--- src/rtl/router_pkg.sv ---
// Shared types and default sizes for the 1-in/3-out packet router.
package router_pkg;

  localparam int DATA_W     = 8;
  localparam int FIFO_DEPTH = 16;
  localparam int TIMEOUT    = 30;

  // Header address that selects no destination.
  localparam logic [1:0] ADDR_INVALID = 2'd3;

  typedef enum logic [2:0] {
    DECODE,
    LOAD_FIRST,
    LOAD_DATA,
    FIFO_FULL,
    LOAD_PARITY,
    CHECK_PARITY,
    WAIT_EMPTY
  } state_t;

endpackage

--- src/rtl/router_fifo.sv ---
// Per-destination byte FIFO: synchronous write/read, registered read data,
// single-cycle flush. Writes into a full FIFO and reads from an empty one are ignored.
module router_fifo
  import router_pkg::*;
#(
  parameter int WIDTH = DATA_W,
  parameter int DEPTH = FIFO_DEPTH
) (
  input  logic             clk,
  input  logic             rst,
  input  logic             write,
  input  logic             read,
  input  logic             flush,
  input  logic [WIDTH-1:0] din,
  output logic [WIDTH-1:0] dout,
  output logic             full,
  output logic             empty,
  output logic             last_slot
);

  localparam int AW = $clog2(DEPTH);
  localparam logic [AW:0] FULL_CNT = (AW + 1)'(DEPTH);
  localparam logic [AW:0] LAST_CNT = (AW + 1)'(DEPTH - 1);

  logic [WIDTH-1:0] mem [DEPTH];
  logic [AW-1:0]    wr_ptr;
  logic [AW-1:0]    rd_ptr;
  logic [AW:0]      count;
  logic             do_wr;
  logic             do_rd;

  assign full      = (count == FULL_CNT);
  assign empty     = (count == '0);
  assign last_slot = (count == LAST_CNT);
  assign do_wr     = write && !full && !flush;
  assign do_rd     = read && !empty && !flush;

  // Pointer and occupancy bookkeeping; pointers wrap naturally at DEPTH.
  always_ff @(posedge clk) begin
    // NOTE: sequential state uses non-blocking assignments so every register samples pre-edge values.
    if (rst || flush) begin
      wr_ptr <= '0;
      rd_ptr <= '0;
      count  <= '0;
    end else begin
      if (do_wr) wr_ptr <= wr_ptr + 1'b1;
      if (do_rd) rd_ptr <= rd_ptr + 1'b1;
      case ({do_wr, do_rd})
        2'b10:   count <= count + 1'b1;
        2'b01:   count <= count - 1'b1;
        default: count <= count;
      endcase
    end
  end

  // Storage array write port.
  always_ff @(posedge clk) begin
    // NOTE: the storage array is deliberately not reset; emptiness is tracked by count alone.
    if (do_wr) mem[wr_ptr] <= din;
  end

  // Registered read data: updates only on a real pop, otherwise holds.
  always_ff @(posedge clk) begin
    if (rst)        dout <= '0;
    else if (do_rd) dout <= mem[rd_ptr];
  end

endmodule

--- src/rtl/router_modport.sv ---
// Packet router top: header decode FSM, running parity and three destination FIFOs.
// Optional timeout flush of stalled destinations is enabled by ROUTER_SOFT_RESET_EN.
module router_modport
  import router_pkg::*;
#(
  parameter int DATA_W     = router_pkg::DATA_W,
  parameter int FIFO_DEPTH = router_pkg::FIFO_DEPTH
`ifdef ROUTER_SOFT_RESET_EN
  ,
  parameter int TIMEOUT    = router_pkg::TIMEOUT
`endif
) (
  input  logic              clk,
  input  logic              rst,
  input  logic              pkt_valid,
  input  logic [DATA_W-1:0] data_in,
  output logic              busy,
  output logic              err,
  input  logic              read_enb_0,
  input  logic              read_enb_1,
  input  logic              read_enb_2,
  output logic              valid_out_0,
  output logic              valid_out_1,
  output logic              valid_out_2,
  output logic [DATA_W-1:0] data_out_0,
  output logic [DATA_W-1:0] data_out_1,
  output logic [DATA_W-1:0] data_out_2
);

  state_t state, next_state;

  logic [DATA_W-1:0] hdr_q;
  logic [DATA_W-1:0] par_q;
  logic [DATA_W-1:0] run_par;
  logic [DATA_W-1:0] wr_data;
  logic [DATA_W-1:0] dout_v [3];
  logic              wr_en;
  logic [1:0]        addr;
  logic [2:0]        wr_v;
  logic [2:0]        rd_v;
  logic [2:0]        flush_v;
  logic [3:0]        empty_v;
  logic [3:0]        full_v;
  logic [3:0]        last_v;
  logic [3:0]        pop_v;
  logic              becomes_full;

  // Slot 3 of the per-destination vectors stands for the invalid address.
  assign empty_v[3] = 1'b0;
  assign full_v[3]  = 1'b0;
  assign last_v[3]  = 1'b0;

  assign rd_v  = {read_enb_2, read_enb_1, read_enb_0};
  assign pop_v = {1'b0, rd_v & ~empty_v[2:0]};

  // While decoding, the address comes straight off the bus; afterwards from the latched header.
  assign addr         = (state == DECODE) ? data_in[1:0] : hdr_q[1:0];
  assign becomes_full = last_v[addr] && !pop_v[addr];
  assign wr_v         = wr_en ? (3'b001 << addr) : 3'b000;

  for (genvar i = 0; i < 3; i++) begin : g_fifo
    router_fifo #(.WIDTH(DATA_W), .DEPTH(FIFO_DEPTH)) u_fifo (
      .clk       (clk),
      .rst       (rst),
      .write     (wr_v[i]),
      .read      (rd_v[i]),
      .flush     (flush_v[i]),
      .din       (wr_data),
      .dout      (dout_v[i]),
      .full      (full_v[i]),
      .empty     (empty_v[i]),
      .last_slot (last_v[i])
    );
  end

  assign valid_out_0 = !empty_v[0];
  assign valid_out_1 = !empty_v[1];
  assign valid_out_2 = !empty_v[2];
  assign data_out_0  = dout_v[0];
  assign data_out_1  = dout_v[1];
  assign data_out_2  = dout_v[2];

  // FSM state register.
  always_ff @(posedge clk) begin
    if (rst) state <= DECODE;
    else     state <= next_state;
  end

  // Next-state, busy and FIFO write control.
  always_comb begin
    // NOTE: every output gets a default first so no path can infer a latch.
    next_state = state;
    busy       = 1'b0;
    wr_en      = 1'b0;
    wr_data    = data_in;
    case (state)
      DECODE: begin
        if (pkt_valid && data_in[1:0] != ADDR_INVALID)
          next_state = empty_v[addr] ? LOAD_FIRST : WAIT_EMPTY;
      end
      WAIT_EMPTY: begin
        busy = 1'b1;
        if (empty_v[addr]) next_state = LOAD_FIRST;
      end
      LOAD_FIRST: begin
        busy       = 1'b1;
        wr_en      = 1'b1;
        wr_data    = hdr_q;
        next_state = LOAD_DATA;
      end
      LOAD_DATA: begin
        if (pkt_valid) begin
          wr_en = 1'b1;
          if (becomes_full) next_state = FIFO_FULL;
        end else begin
          next_state = LOAD_PARITY;
        end
      end
      FIFO_FULL: begin
        busy = 1'b1;
        if (!full_v[addr]) next_state = LOAD_DATA;
      end
      LOAD_PARITY: begin
        busy       = 1'b1;
        wr_en      = 1'b1;
        wr_data    = par_q;
        next_state = CHECK_PARITY;
      end
      CHECK_PARITY: begin
        busy       = 1'b1;
        next_state = DECODE;
      end
      default: next_state = DECODE;
    endcase
  end

  // Header latch, received parity byte, running parity and the sticky error flag.
  always_ff @(posedge clk) begin
    if (rst) begin
      hdr_q   <= '0;
      par_q   <= '0;
      run_par <= '0;
      err     <= 1'b0;
    end else begin
      if (state == DECODE && pkt_valid)     hdr_q <= data_in;
      if (state == LOAD_DATA && !pkt_valid) par_q <= data_in;
      if (state == LOAD_FIRST) begin
        run_par <= hdr_q;
        err     <= 1'b0;
      end else if (state == LOAD_DATA && pkt_valid) begin
        run_par <= run_par ^ data_in;
      end
      if (state == CHECK_PARITY) err <= (par_q != run_par);
    end
  end

`ifdef ROUTER_SOFT_RESET_EN
  localparam int TW = $clog2(TIMEOUT + 1);
  logic [TW-1:0] tmo_cnt [3];

  for (genvar i = 0; i < 3; i++) begin : g_tmo
    assign flush_v[i] = (tmo_cnt[i] == TW'(TIMEOUT));

    // Count cycles a non-empty destination goes unread; flush it when the budget runs out.
    always_ff @(posedge clk) begin
      if (rst || empty_v[i] || rd_v[i] || flush_v[i]) tmo_cnt[i] <= '0;
      else                                           tmo_cnt[i] <= tmo_cnt[i] + 1'b1;
    end
  end
`else
  assign flush_v = 3'b000;
`endif

endmodule

--- config.mk ---
export PLATFORM = sky130hd
export DESIGN_NAME = router_modport
export DESIGN_NICKNAME = d
export VERILOG_FILES = /design/src/rtl/router_pkg.sv /design/src/rtl/router_fifo.sv /design/src/rtl/router_modport.sv
export SDC_FILE = /design/constraint.sdc
export NUM_CORES = 1
export LEC_CHECK = 0
export ABC_AREA = 1
export CAP_MARGIN = 20
export CORE_AREA = 2 2 193 195
export DETAILED_ROUTE_END_ITERATION = 16
export DIE_AREA = 0 0 195 197
export GPL_ROUTABILITY_DRIVEN = 0
export PLACE_DENSITY = 0.89
export SETUP_SLACK_MARGIN = 0.1
export SLEW_MARGIN = 20
export SYNTH_ARGS = -nofsm -noshare
export SYNTH_HDL_FRONTEND = slang
export SYNTH_HIERARCHICAL = 1
export SYNTH_SLANG_ARGS = --single-unit
export TNS_END_PERCENT = 10
--- constraint.sdc ---
create_clock -name clk -period 7.24 [get_ports clk]
set_input_delay 1.086 -clock clk [delete_from_list [all_inputs] [get_ports clk]]
set_output_delay 1.086 -clock clk [all_outputs]
set_load 0.1 [all_outputs]
==> impl_table.tex <==
\begin{tabular}{lr}
\hline
Metric & Value \\
\hline
\multicolumn{2}{l}{\textbf{Status}} \\
\quad Run status & finished, final reports clean \\
\multicolumn{2}{l}{\textbf{Critical path}} \\
\quad Classification of the worst setup path & input pin to flip-flop \\
\quad Required time of the critical path & 7720 ps \\
\quad Worst Setup EP & g\_fifo[0].u\_fifo/count[4] \\
\quad Number of cells traversed by the worst register-to-register path & 17 \\
\quad First element of the critical path & pkt\_valid \\
\quad Max FO, Critical Path & 16 \\
\quad Reg-to-reg slack, setup & 3310 ps \\
\quad Endpoint kind of the worst setup timing path & flip-flop \\
\quad Startpoint Class & input pin \\
\quad Reg2reg start & state[1] \\
\quad Arrival time of the worst setup path & 4550 ps \\
\quad R2r endpoint & g\_fifo[0].u\_fifo/count[4] \\
\multicolumn{2}{l}{\textbf{Logic synthesis}} \\
\quad Top cell type's share of synthesized area & 0.535 \\
\quad Top cells by area in the synthesized netlist & edfxtp\_1 (54\%), nand2\_1 (13\%), dfxtp\_1 (8.5\%), nand3\_1 (7.0\%), inv\_1 (5.4\%) \\
\quad Number of enable-type register cells in the synthesized netlist & 384 \\
\quad Number of warning messages in the yosys log & 6 \\
\quad Synthesized instance count & 2250 \\
\quad Most frequently used flop master after synthesis & edfxtp\_1 \\
\quad Top-count cell post-synth & nand2\_1 \\
\quad Number of library cell types mapped by synthesis & 36 \\
\quad Netlist area before placement & 21500 um\^{}2 \\
\quad Ys async rst share & 0 \\
\quad Mean instance size in the synthesized netlist & 9.57 um\^{}2 \\
\quad Cell taking the most area after synthesis & edfxtp\_1 \\
\quad Top cells by count, synth & nand2\_1 (720), edfxtp\_1 (384), inv\_1 (312), nand3\_1 (302) \\
\quad Sequential element share of the synthesized area & 0.620 \\
\quad Flip-flop and latch count after synthesis & 475 \\
\multicolumn{2}{l}{\textbf{Pwr}} \\
\quad Overall power after layout & 7.36 mW \\
\quad Sw Pwr & 2.23 mW \\
\quad Power per standard cell area & 309 nW/um\^{}2 \\
\quad Sequential cell fraction of total power & 0.454 \\
\quad Leakage component of the power & 9.89 nW \\
\quad Clock Power Share & 0.349 \\
\quad Internal cell power & 5.13 mW \\
\quad Combinational share of power & 0.198 \\
\quad Net switching fraction of the power & 0.303 \\
\quad Peak supply drop & 0.344 mV \\
\multicolumn{2}{l}{\textbf{Finish}} \\
\quad Antenna diode count & 0 \\
\quad Proportion of layout cells with a drive suffix above 1 & 0.0626 \\
\quad Area added between synthesis and finish & 10.8\% \\
\quad Final core utilization & 0.658 \\
\quad Nets@finish & 2323 \\
\multicolumn{2}{l}{\textbf{GRT}} \\
\quad Pin count of the biggest net entering global routing & 68 \\
\quad Sum of overflow across all layers after global routing & 0 \\
\quad Wire length of the first global-routing pass & 82100 um \\
\quad Initial antenna violation count & 0 \\
\quad Aggregate global-route resource usage & 0.271 \\
\quad Number of global-route vias before repair & 16000 \\
\multicolumn{2}{l}{\textbf{CTS}} \\
\quad Buffer levels on the longest clock path & 3 \\
\quad Buffer cell driving the clock tree root & clkbuf\_16 \\
\quad CTS tree & done \\
\quad H-Tree Level Count & 2 \\
\quad Clock slew seen by the registers of the worst setup and hold paths & 60 ps \\
\quad Count of hold-fix buffers inserted at cts & 0 \\
\quad Number of sinks on the clock net & 475 \\
\quad Number of gates given a new drive strength after cts & 0 \\
\quad CTS buffer count & 47 \\
\quad Clock latency of the later-clocked register in the worst-skew pair & 560 ps \\
\quad Post-CTS Setup Repair Bufs & 0 \\
\multicolumn{2}{l}{\textbf{Timing}} \\
\quad Summed negative setup slack over all endpoints & 0 ps \\
\quad Transition time at the pin with the least slew margin & 1040 ps \\
\quad Worst hold margin & 461 ps \\
\quad Final cycle utilization of the critical path & 0.563 \\
\quad Final number of hold-violating endpoints & 0 \\
\quad Minimum clock period & 4070 ps \\
\quad Rel. slew slack & 0.304 \\
\quad Endpoints failing setup & 0 \\
\quad Worst setup slack after layout & 3170 ps \\
\quad Fmax & 245 MHz \\
\quad Clk\_skew & 16.0 ps \\
\quad Max-slew violations & 0 \\
\quad Setup repair after global routing missed its margin & false \\
\multicolumn{2}{l}{\textbf{Worst hold path}} \\
\quad Hold path startpoint & hdr\_q[2] \\
\quad Path category of the worst min-delay check & flip-flop to flip-flop \\
\multicolumn{2}{l}{\textbf{Floorplan}} \\
\quad Area of the core & 36300 um\^{}2 \\
\quad Cell Rows & 70 \\
\quad Chip width & 195 um \\
\quad Starting utilization of the core area & 0.594 \\
\quad I/O Pins & 43 \\
\quad Die Area & 38400 um\^{}2 \\
\quad Chip Height & 197 um \\
\multicolumn{2}{l}{\textbf{Detailed routing}} \\
\quad TritonRoute pass-1 iters & 8 \\
\quad Vias post-DR & 16400 \\
\quad Sum of routed wire length over all layers & 52700 um \\
\quad \# DRC & 0 \\
\quad Wirelength per Cell & 18.9 um \\
\quad Avg Vias per Cell & 5.87 \\
\quad Post-DRT Antenna Nets & 0 \\
\quad DRC marker count from the first detailed-route iteration & 2580 \\
\multicolumn{2}{l}{\textbf{Place}} \\
\quad IO Port Bufs & 42 \\
\quad HPWL reported at the end of detailed placement & 30600 um \\
\quad Place WS & 2780 ps \\
\multicolumn{2}{l}{\textbf{Run}} \\
\quad Total of max-cap violations & 0 \\
\hline
\end{tabular}
==> critical path, stage by stage <==
cell	delay, ps
clkdlybuf4s50_1	600
inv_1	170
nor2_8	260
nor3_1	120
nor3_1	440
nand2_1	230
nor2_4	220
inv_1	100
ha_1	290
ha_1	370
nand2_1	120
nand2_1	70
a21oi_1	140
nand2_1	70
nand2_1	90
nand2_1	60
a21oi_1	120
==> kinds of logic (layout without fill, tap and decap cells) <==
kind of cell               after synthesis  in the layout  share of synthesized area
other                                    1              9                   0.000174
adders and majority gates               30             30                     0.0185
and+or+nand+nor                       1164           1164                      0.230
xor gates and xnor gates                24             24                    0.00976
buffers and inverters                  411            470                     0.0813
DFF                                    475            475                      0.620
AOI/OAI and AO/OA                      145            145                     0.0399
==> state kept, by name (all words and copies together) (netlist names) <==
register              cells
err                       1
g_fifo.u_fifo/count      15
g_fifo.u_fifo/dout       24
g_fifo.u_fifo/mem       384
g_fifo.u_fifo/rd_ptr     12
g_fifo.u_fifo/wr_ptr     12
hdr_q                     8
par_q                     8
run_par                   8
state                     3
==> worst min path at each step <==
stage / to / slack, ps / cells past startpoint
floorplan: hdr_q[6] / 430 / 2
global placement: hdr_q[7] / 440 / 2
detailed placement: hdr_q[2] / 450 / 2
CTS: hdr_q[2] / 460 / 2
global route: hdr_q[7] / 490 / 2
finish: hdr_q[2] / 460 / 2
==> stage by stage <==
| stage | instance area [um^2] | std cells |
|---|---|---|
| 2_1_floorplan | 21600 | 2258 |
| 3_5_place_dp | 22200 | 2696 |
| 3_3_place_gp | 22200 | 2696 |
| 4_1_cts | 23800 | 2783 |
| 6_report | 23900 | 2785 |
| 5_1_grt | 23900 | 2785 |
==> routing by layer <==
layer / GRT usage / wire length [um]
met5: 0 / 0
met4: 0.141 / 2670
met3: 0.0471 / 5820
met2: 0.449 / 25100
met1: 0.346 / 19100
==> cell usage in the layout (no fill, tap or decap), types with 4 or more instances in the layout <==
master           count
a21boi_0             7
o21a_1              24
a31oi_1              4
buf_4               15
xnor2_1              6
clkbuf_1             6
clkinv_1            10
conb_1               9
clkdlybuf4s50_1     42
xor2_1              18
clkbuf_16           49
o21ai_0             38
nand2_1            720
nor3_1               9
inv_1              312
clkbuf_8             5
clkinv_2             9
inv_2                5
a221o_2              7
a21oi_1             59
dfxtp_1             88
nor2_4              13
nand4_1              7
nand3_1            301
clkinvlp_4           5
nor2_1              91
ha_1                27
bufinv_16            7
edfxtp_1           384
nand2_2             12
==> power groups by stage <==
stage                     logic, mW  clock network (mW)  registers, mW
after global routing           1.54                2.69           3.35
after floorplan               0.816                   0           3.51
after CTS                      1.42                2.59           3.34
final                          1.46                2.57           3.34
after detailed placement       1.39                   0           3.39
after global placement         1.35                   0           3.38
==> layout make-up <==
cell class	count	area, um^2
Sequential cell	475	13400
Fill cell	2433	12400
Multi-Input combinational cell	1372	6480
Clock buffer	60	1320
Inverter	324	1220
Tap cell	468	586
Timing Repair Buffer	59	573
Clock inverter	27	329
Note: power is estimated with default switching activity, not from simulation.
